===== src/rtl/alu_ctrl_pipe.sv =====
// alu_ctrl_pipe: ALU controller between issue and the SIMD/SIMF VALU.
// Decodes source operand addresses into read enables and mux selects, buffers up
// to DEPTH instructions (RD stage + FIFO) so operand read overlaps execution,
// starts the VALU on the FIFO head and retires instructions strictly in order.
// Ports:
//   clk, rst_n                 clock (rising edge), async active-low reset
//   in_alu_select/out_alu_ready issue handshake
//   in_source_addr, in_dest*   operand / destination addresses (12 bit each)
//   in_opcode, in_dec_*_wr_en  decoded instruction payload
//   in_valu_done               VALU result valid
//   out_*_rd_en                register-file read enables (combinational, accept cycle)
//   out_source_*               registered operand mux selects / constants (RD stage)
//   out_alu_start/control      VALU start pulse and opcode while executing
//   out_*_dest_addr, *_wr_en, out_instr_done  writeback strobes
//   out_inflight               RD + FIFO occupancy
module alu_ctrl_pipe #(
   parameter int unsigned NUM_SRC  = 3,
   parameter int unsigned DEPTH    = 2,
   parameter int unsigned OPCODE_W = 32
) (
   input  logic                    clk,
   input  logic                    rst_n,
   input  logic                    in_alu_select,
   output logic                    out_alu_ready,
   input  logic [12*NUM_SRC-1:0]   in_source_addr,
   input  logic [11:0]             in_dest1_addr,
   input  logic [11:0]             in_dest2_addr,
   input  logic [OPCODE_W-1:0]     in_opcode,
   input  logic                    in_dec_vcc_wr_en,
   input  logic                    in_dec_vgpr_wr_en,
   input  logic                    in_dec_sgpr_wr_en,
   input  logic                    in_valu_done,
   output logic [NUM_SRC-1:0]      out_vgpr_source_rd_en,
   output logic                    out_sgpr_rd_en,
   output logic                    out_exec_rd_en,
   output logic                    out_src_buffer_wr_en,
   output logic [4*NUM_SRC-1:0]    out_source_mux_select,
   output logic [10*NUM_SRC-1:0]   out_source_src_constant,
   output logic                    out_alu_start,
   output logic [OPCODE_W-1:0]     out_alu_control,
   output logic [11:0]             out_vgpr_dest_addr,
   output logic [11:0]             out_sgpr_dest_addr,
   output logic                    out_vgpr_wr_en,
   output logic                    out_sgpr_wr_en,
   output logic                    out_vcc_wr_en,
   output logic                    out_instr_done,
   output logic [3:0]              out_inflight
);

   localparam int unsigned PTR_W = $clog2(DEPTH);
   localparam int unsigned CNT_W = $clog2(DEPTH + 1);

   localparam logic [1:0] S_IDLE  = 2'd0;
   localparam logic [1:0] S_START = 2'd1;
   localparam logic [1:0] S_WAIT  = 2'd2;
   localparam logic [1:0] S_WB    = 2'd3;

   typedef struct packed {
      logic [OPCODE_W-1:0] opcode;
      logic [11:0]         vgpr_dest;
      logic [11:0]         sgpr_dest;
      logic                vgpr_wr_en;
      logic                sgpr_wr_en;
      logic                vcc_wr_en;
   } entry_t;

   // Operand source class; unknown encodings map to 4'hF, never X.
   function automatic logic [3:0] src_sel(input logic [11:0] a);
      logic [3:0] s;
      s = 4'hF;
      if (a == 12'h7FF)              s = 4'd0;
      else if (a[11:10] == 2'b00)    s = 4'd1;
      else if (a[11:10] == 2'b10)    s = 4'd2;
      else if (a[11:9] == 3'b110)    s = 4'd3;
      else begin
         case (a)
            12'hE01: s = 4'd4;
            12'hE02: s = 4'd5;
            12'hE04: s = 4'd6;
            12'hE08: s = 4'd7;
            12'hE10: s = 4'd8;
            12'hE20: s = 4'd9;
            12'hE40: s = 4'd10;
            12'hE80: s = 4'd11;
            default: s = 4'hF;
         endcase
      end
      return s;
   endfunction

   // Circular pointer increment (DEPTH need not be a power of two).
   function automatic logic [PTR_W-1:0] ptr_inc(input logic [PTR_W-1:0] p);
      return (32'(p) == DEPTH - 1) ? '0 : p + PTR_W'(1);
   endfunction

   logic [1:0]            state_q, state_d;
   logic                  rd_valid_q, rd_valid_d;
   entry_t                rd_entry_q, rd_entry_d;
   entry_t                exec_q, exec_d;
   entry_t                fifo_mem [DEPTH];
   entry_t                head_nxt;
   logic [PTR_W-1:0]      wr_ptr_q, wr_ptr_d, rd_ptr_q, rd_ptr_d;
   logic [CNT_W-1:0]      fifo_cnt_q, fifo_cnt_d, occupancy;
   logic [4*NUM_SRC-1:0]  mux_sel_q, mux_sel_d;
   logic [10*NUM_SRC-1:0] src_const_q, src_const_d;
   logic                  alu_start_q, alu_start_d;
   logic [OPCODE_W-1:0]   alu_control_q, alu_control_d;
   logic [11:0]           vgpr_dest_q, vgpr_dest_d, sgpr_dest_q, sgpr_dest_d;
   logic                  vgpr_wr_en_q, vgpr_wr_en_d;
   logic                  sgpr_wr_en_q, sgpr_wr_en_d;
   logic                  vcc_wr_en_q, vcc_wr_en_d;
   logic                  instr_done_q, instr_done_d;
   logic                  accept, push, pop, dest_swap;

   // Issue handshake and accept-cycle read enables.
   always_comb begin
      occupancy     = fifo_cnt_q + CNT_W'(rd_valid_q);
      out_alu_ready = rst_n && (32'(occupancy) < DEPTH);
      accept        = in_alu_select && out_alu_ready;
      for (int unsigned n = 0; n < NUM_SRC; n++) begin
         out_vgpr_source_rd_en[n] = accept && (in_source_addr[12*n+10 +: 2] == 2'b10);
      end
      out_sgpr_rd_en = accept;
      out_exec_rd_en = accept;
   end

   // RD stage capture and FIFO bookkeeping.
   always_comb begin
      mux_sel_d   = mux_sel_q;
      src_const_d = src_const_q;
      rd_valid_d  = accept;
      rd_entry_d  = rd_entry_q;
      // A VGPR-class dest goes to the VGPR port; otherwise an SGPR-class dest1 or
      // a VGPR-class dest2 forces the swap.
      dest_swap   = (in_dest1_addr[11:10] == 2'b11) ||
                    ((in_dest1_addr[11:10] != 2'b10) && (in_dest2_addr[11:10] == 2'b10));
      if (accept) begin
         for (int unsigned n = 0; n < NUM_SRC; n++) begin
            mux_sel_d[4*n +: 4]    = src_sel(in_source_addr[12*n +: 12]);
            src_const_d[10*n +: 10] = in_source_addr[12*n +: 10];
         end
         rd_entry_d.opcode     = in_opcode;
         rd_entry_d.vgpr_dest  = dest_swap ? in_dest2_addr : in_dest1_addr;
         rd_entry_d.sgpr_dest  = dest_swap ? in_dest1_addr : in_dest2_addr;
         rd_entry_d.vgpr_wr_en = in_dec_vgpr_wr_en;
         rd_entry_d.sgpr_wr_en = in_dec_sgpr_wr_en;
         rd_entry_d.vcc_wr_en  = in_dec_vcc_wr_en;
      end
      push       = rd_valid_q;
      pop        = (state_q == S_WB);
      wr_ptr_d   = push ? ptr_inc(wr_ptr_q) : wr_ptr_q;
      rd_ptr_d   = pop  ? ptr_inc(rd_ptr_q) : rd_ptr_q;
      fifo_cnt_d = fifo_cnt_q + CNT_W'(push) - CNT_W'(pop);
   end

   // Execute FSM; outputs are registered from the next state.
   always_comb begin
      state_d       = state_q;
      exec_d        = exec_q;
      alu_start_d   = 1'b0;
      alu_control_d = '0;
      instr_done_d  = 1'b0;
      vgpr_dest_d   = '0;
      sgpr_dest_d   = '0;
      vgpr_wr_en_d  = 1'b0;
      sgpr_wr_en_d  = 1'b0;
      vcc_wr_en_d   = 1'b0;
      // In WB the current head is being popped, so the next one sits one slot on.
      head_nxt      = (state_q == S_WB) ? fifo_mem[ptr_inc(rd_ptr_q)] : fifo_mem[rd_ptr_q];
      case (state_q)
         S_IDLE:  if (fifo_cnt_q != '0) state_d = S_START;
         S_START: state_d = in_valu_done ? S_WB : S_WAIT;
         S_WAIT:  if (in_valu_done) state_d = S_WB;
         S_WB:    state_d = (fifo_cnt_q > CNT_W'(1)) ? S_START : S_IDLE;
         default: state_d = S_IDLE;
      endcase
      if (state_d == S_START) exec_d = head_nxt;
      alu_start_d = (state_d == S_START);
      if ((state_d == S_START) || (state_d == S_WAIT)) alu_control_d = exec_d.opcode;
      if (state_d == S_WB) begin
         instr_done_d = 1'b1;
         vgpr_dest_d  = exec_d.vgpr_dest;
         sgpr_dest_d  = exec_d.sgpr_dest;
         vgpr_wr_en_d = exec_d.vgpr_wr_en;
         sgpr_wr_en_d = exec_d.sgpr_wr_en;
         vcc_wr_en_d  = exec_d.vcc_wr_en;
      end
   end

   always_ff @(posedge clk or negedge rst_n) begin
      if (!rst_n) begin
         state_q       <= S_IDLE;
         rd_valid_q    <= 1'b0;
         rd_entry_q    <= '0;
         exec_q        <= '0;
         wr_ptr_q      <= '0;
         rd_ptr_q      <= '0;
         fifo_cnt_q    <= '0;
         mux_sel_q     <= '0;
         src_const_q   <= '0;
         alu_start_q   <= 1'b0;
         alu_control_q <= '0;
         vgpr_dest_q   <= '0;
         sgpr_dest_q   <= '0;
         vgpr_wr_en_q  <= 1'b0;
         sgpr_wr_en_q  <= 1'b0;
         vcc_wr_en_q   <= 1'b0;
         instr_done_q  <= 1'b0;
      end else begin
         state_q       <= state_d;
         rd_valid_q    <= rd_valid_d;
         rd_entry_q    <= rd_entry_d;
         exec_q        <= exec_d;
         wr_ptr_q      <= wr_ptr_d;
         rd_ptr_q      <= rd_ptr_d;
         fifo_cnt_q    <= fifo_cnt_d;
         mux_sel_q     <= mux_sel_d;
         src_const_q   <= src_const_d;
         alu_start_q   <= alu_start_d;
         alu_control_q <= alu_control_d;
         vgpr_dest_q   <= vgpr_dest_d;
         sgpr_dest_q   <= sgpr_dest_d;
         vgpr_wr_en_q  <= vgpr_wr_en_d;
         sgpr_wr_en_q  <= sgpr_wr_en_d;
         vcc_wr_en_q   <= vcc_wr_en_d;
         instr_done_q  <= instr_done_d;
      end
   end

   // FIFO storage holds payload only; validity is tracked by the pointers/count.
   always_ff @(posedge clk) begin
      if (push) fifo_mem[wr_ptr_q] <= rd_entry_q;
   end

   assign out_src_buffer_wr_en    = rd_valid_q;
   assign out_source_mux_select   = mux_sel_q;
   assign out_source_src_constant = src_const_q;
   assign out_alu_start           = alu_start_q;
   assign out_alu_control         = alu_control_q;
   assign out_vgpr_dest_addr      = vgpr_dest_q;
   assign out_sgpr_dest_addr      = sgpr_dest_q;
   assign out_vgpr_wr_en          = vgpr_wr_en_q;
   assign out_sgpr_wr_en          = sgpr_wr_en_q;
   assign out_vcc_wr_en           = vcc_wr_en_q;
   assign out_instr_done          = instr_done_q;
   assign out_inflight            = 4'(occupancy);

endmodule

===== config.mk =====
export PLATFORM = sky130hd
export DESIGN_NAME = alu_ctrl_pipe
export DESIGN_NICKNAME = d
export VERILOG_FILES = /design/src/rtl/alu_ctrl_pipe.sv
export SDC_FILE = /design/constraint.sdc
export NUM_CORES = 1
export LEC_CHECK = 0
export BUFFER_PORTS_ARGS = -buffer_cell sky130_fd_sc_hd__buf_2
export CAP_MARGIN = 40
export CORE_UTILIZATION = 44
export DETAILED_ROUTE_END_ITERATION = 12
export SYNTH_ARGS = -nofsm -noshare
export SYNTH_HDL_FRONTEND = slang
export SYNTH_SLANG_ARGS = --single-unit

===== constraint.sdc =====
create_clock -name clk -period 4 [get_ports clk]
set_input_delay 0.6 -clock clk [delete_from_list [all_inputs] [get_ports clk]]
set_output_delay 0.6 -clock clk [all_outputs]
set_load 0.02 [all_outputs]

======== Word level (Yosys, flattened, before mapping) ========
Memory sizes are Yosys's and may differ from the RTL's.
Index checks and enable logic that the tools add are counted.
word-level totals
  register bits after elaboration ......... 228
  bits in writable memories ............... 118
  bits of input ports ..................... 99
  output and inout port bits .............. 114
  logic and storage cells ................. 124
  memories kept ........................... 1
operators by class
  add/subtract/negate cells ............... 4
  magnitude comparators ................... 2
  eq/ne operators ......................... 42
  muxes and demuxes ....................... 35
  reduce and logical (&&, ||, !) cells .... 13
memory list
  memory    depth  bits a word  rd ports  clocked after Yosys merged registers in  wr ports  line  text
  fifo_mem  2      59           2         0                                        1         100   entry_t fifo_mem [DEPTH];
operators by type and width
  kind                                                   count
  equality test 12 bit, second input constant            24
  2-to-1 mux 59 bit                                      2
  one-hot mux 4 bit (8 select lines)                     3
  2-to-1 mux 12 bit                                      4
  2-to-1 mux 4 bit                                       12
  equality test 12 x 11 -> 1 bit, second input constant  3
  2-to-1 mux 32 bit                                      1
  equality test 2 bit, second input constant             9
  2-to-1 mux 1 bit                                       10
  equality test 3 bit, second input constant             3
  logical NOT 2 bit                                      4
  one-hot mux 2 bit (4 select lines)                     1
  logical AND 1 bit                                      6
  equality test 2 x 1 -> 1 bit, second input constant    2
  2-to-1 mux 2 bit                                       2
  adder 1 bit, second input constant                     2
  adder 2 x 1 -> 2 bit                                   1
  > comparator 2 x 1 -> 1 bit, second input constant     1
  logical OR 1 bit                                       2
  < comparator 2 bit, second input constant              1
  != test 2 bit, second input constant                   1
  nonzero test 2 bit                                     1
  subtractor 2 x 1 -> 2 bit                              1

======== Longest topological paths before layout ========
  depth in word-level cells ............... 6
  mapped depth ............................ 10

======== Worst setup path after synthesis ========
OpenSTA, ideal clock, no wires.
  kind .................................... register to register
  start ................................... reg rd_valid_q (netlist: out_src_buffer_wr_en)
  end ..................................... mem fifo_mem[0][0] (netlist bit), enable pin
  library setup time ...................... 0.483 ns
  arrival time ............................ 3.180 ns
  data required time ...................... 3.517 ns
  slack ................................... 0.337 ns
  stages on the path, launching flop included .. 2
  buffers on the path ..................... 0
  period minus slack after synthesis ...... 3.663 ns
  cells stage by stage .................... dfrtp_1 > nor2b_1
between the ends
  longest elaborated chain between the ends .. 2
ends and longest elaborated chain
  item                                    line  text
  start, declared                         97    logic rd_valid_q, rd_valid_d;
  start signal, assigned                  211   rd_valid_q <= rd_valid_d;
  2-to-1 mux 1 bit                        232   if (push) fifo_mem[wr_ptr_q] <= rd_entry_q;
  2-to-1 mux 1 bit (implied by the code)  232
  end, declared                           100
No other way between the ends.

======== Worst setup path after layout ========
  start ................................... reg rd_valid_q (netlist: out_src_buffer_wr_en)
  end ..................................... out out_vgpr_source_rd_en[0]
between the ends
  longest elaborated chain between the ends .. 5
ends and longest elaborated chain
  item                  line  text
  adder 2 x 1 -> 2 bit  117   occupancy = fifo_cnt_q + CNT_W'(rd_valid_q);
  < comparator 2 bit    118   out_alu_ready = rst_n && (32'(occupancy) < DEPTH);
  logical AND 1 bit     118
  logical AND 1 bit     119   accept = in_alu_select && out_alu_ready;
  logical AND 1 bit     121   out_vgpr_source_rd_en[n] = accept && (in_source_addr[12*n+10 +: 2] == 2'b10);
  end, declared         33    output logic [NUM_SRC-1:0] out_vgpr_source_rd_en,
No other way between the ends.

==> summary.md <==
| Metric | Value |
|---|---|
| Setup slack, reg-to-reg | `1.27 ns` |
| Pre-antenna DRT Iters | `4` |
| Final hold violation count | `0` |
| Post-synth EDFFs | `~120` |
| DR DRC count | `0` |
| P&R area growth vs syn | `19.1%` |
| Crit path launch | `out_src_buffer_wr_en` |
| Gr ovfl total | `0` |
| Largest net degree at the start of global routing | `~170` |
| Total CTS buffers | `37` |
| Top-area cell type share of the netlist area | `42.2%` |
| Period utilisation layout | `around three quarters` |
| Reg2reg end | `out_source_mux_select[11]` |
| # rows | `63` |
| Final antenna-violating net count | `0` |
| GPL Wtd Cong | `just over 0.8` |
| HPWL after DPL | `about 18000 microns` |
| Max Cap Viol | `0` |
| Clock sink count | `346` |
| Place WS | `about 1.1 ns` |
| Setup crit end kind | `output port` |
| Final setup viols | `0` |
| Synth top area cells | `dfrtp_1, edfxtp_1, nand2_1, mux2i_1, a211oi_1` |
| Number of global-route vias before repair | `around 8500` |
| Arr. time, crit path | `2.44 ns` |
| Ports | `between 200 and 250` |
| Worst-Skew Late Latency | `0.52 ns` |
| Area of the mapped netlist | `between 0.01 and 0.015 sq mm` |
| Post-Syn Area per Cell | `about 12 sq um` |
| Detail-routed net length per standard cell | `roughly 17 microns` |
| Max_slew headroom | `approximately 33%` |
| PD cells | `881 mW/mm^2` |
| Setup_tns | `0 ns` |
| Fmax | `approximately 0.33 GHz` |
| Worst hold stages | `3` |
| First-pass GRT wire length | `between 40000 and 50000 microns` |
| Resized cells post-CTS | `0` |
| Unique masters post-synth | `54` |
| DR vias/cell | `a little over 5` |
| Startpoint class of the critical path | `register` |
| Clk buf depth | `3` |
| R2R cell count | `8` |
| Outcome | `finished clean` |
| Crit path time final | `just over 3 ns` |
| Layout cells sized above 1 | `~22%` |
| Die W | `around 180 microns` |
| Worst-case clock skew | `~0.017 ns` |
| Drt initial violations | `approximately 410` |
| Crit path kind | `reg -> out` |
| Initial antenna violation count | `8` |
| TritonCTS clock tree | `yes` |
| WL final | `28600 microns` |
| CTS root buffer | `clkbuf_16` |
| Sequential Area | `around 0.0092 sq mm` |
| Largest area contributor in the netlist | `dfrtp_1` |
| Mapped Cells | `1092` |
| GRT Total Usage | `18.5%` |
| VDD IR max | `approximately 0.54 mV` |
| Reg-to-reg startpoint | `out_src_buffer_wr_en` |
| Post-synthesis sequential area ratio | `between 60% and 70%` |
| FILL cells | `about 2600` |
| CP Max Fanout | `31` |
| Multi-input gate area | `0.00388 sq mm` |
| Setup WS post-layout | `about 0.96 ns` |
| Slew @ Worst Pin | `around 1 ns` |
| Port-buffer cells | `210` |
| Most frequent cell after synthesis | `dfrtp_1` |
| Die Ht | `177 microns` |
| Core area | `between 0.02 and 0.03 sq mm` |
| Vias | `a little under 9000` |
| Crit path to | `out_vgpr_source_rd_en[0]` |
| Final Max Tran Viols | `0` |
| Hold Crit Class | `in -> reg` |
| H-tree depth | `2` |
| Post-synth top flop | `dfrtp_1` |
| Initial core utilization | `between 40% and 50%` |
| DIE AREA | `0.0315 sq mm` |
| Synth cell count leaders | `dfrtp_1, nand2_1, edfxtp_1, nor2_1, mux2i_1` |
| RSZ-0062 raised after global routing | `no` |
| Reg clk slew, reported paths | `about 0.060 ns` |
| Pleak | `approximately 7.3 nW` |
| Fin nets | `1393` |
| Worst EP required | `3.40 ns` |
| Count of state elements after synthesis | `between 300 and 400` |
| Synth async-reset ratio | `around two thirds` |
| Syn. warnings | `0` |
==> state kept, by name (all words and copies together), names as in the netlist, 2 cells and up <==
name,cells
out_source_mux_select,12
out_sgpr_dest_addr,12
fifo_cnt_q,2
state_q,2
out_vgpr_dest_addr,12
rd_entry_q,59
out_source_src_constant,30
out_alu_control,32
fifo_mem,118
exec_q,59
==> metrics by stage <==
step           cell area (sq um)  total power, mW  util (%)  cells  hold WS (ns)
2_1_floorplan              13500             9.58         -   1093         0.304
3_5_place_dp               14900             11.0      49.8   1640         0.451
5_1_grt                    16100             15.2      53.8   1709         0.269
3_3_place_gp               14900             10.8      49.6   1638         0.448
4_1_cts                    16100             14.4      53.8   1709         0.253
6_report                   16100             14.2      53.8   1713         0.279
==> how the worst min path moves through the flow <==
stage                    from              end  slack [ns]
2_1_floorplan           rst_n        exec_q[0]        0.30
3_3_place_gp   rd_entry_q[22]  fifo_mem[1][22]        0.45
3_5_place_dp    rd_entry_q[7]   fifo_mem[0][7]        0.45
4_1_cts          in_opcode[3]   rd_entry_q[30]        0.25
5_1_grt         in_opcode[10]   rd_entry_q[37]        0.27
6_report         in_opcode[3]   rd_entry_q[30]        0.28
==> critical path, cell delays in order, from the launching register on <==
cell	delay [ns]
dfrtp_1	0.43
ha_1	0.25
xnor2_2	0.12
buf_4	0.18
nand3_4	0.23
buf_4	0.33
nor3_1	0.18
buf_2	0.20
==> layout by cell type (no fill, tap or decap), types with 11 or more instances in the layout <==
master / Yosys / layout
a21oi_1: 61 / 61
mux2i_1: 79 / 79
buf_2: 20 / 209
clkbuf_16: 0 / 39
a211oi_1: 61 / 61
nand2_1: 225 / 225
edfxtp_1: 118 / 118
clkbuf_1: 41 / 11
dfrtp_1: 228 / 228
inv_1: 13 / 13
o21ai_0: 28 / 28
nor2_1: 81 / 81
buf_4: 3 / 13
nor4b_1: 13 / 13
==> metal layers <==
metal | GRT usage [%] | part of all wire (%)
met5 | 0 | 0.18
met4 | 5.98 | 2.4
met3 | 5.68 | 7.5
met2 | 28.3 | 45
met1 | 25.2 | 45
==> where the power goes <==
part           internal, mW  switching, mW
Sequential             5.20          0.564
Combinational          1.76           3.36
Clock                  1.99           1.33
==> what timing repair did <==
action / CTS / global route
hold buffers: 1 / 0
endpoints found under the hold margin: 23 / 0
setup buffers: 0 / 0
==> layout make-up <==
class | count | area share, %
diodes | 4 | 0.0621
clock inverters | 14 | 0.729
well taps | 390 | 3.03
inverters | 15 | 0.349
multi-input cells | 662 | 24.0
clock buffers | 54 | 6.65
flip-flops and latches | 346 | 57.4
repair buffers | 228 | 7.79
==> kinds of logic (layout without fill, tap and decap cells) <==
| family | Yosys count | in the layout | synth area share [%] |
|---|---|---|---|
| compound gates | 191 | 191 | 9.06 |
| xor+xnor | 16 | 16 | 1.23 |
| fa+ha+maj | 4 | 4 | 0.370 |
| buf+inv | 85 | 311 | 3.35 |
| flops | 346 | 346 | 68.3 |
| mux | 80 | 80 | 5.93 |
| other cells | 1 | 6 | 0.0277 |
| simple gates | 369 | 369 | 11.7 |
No activity file was read; power rests on OpenSTA's default activity.
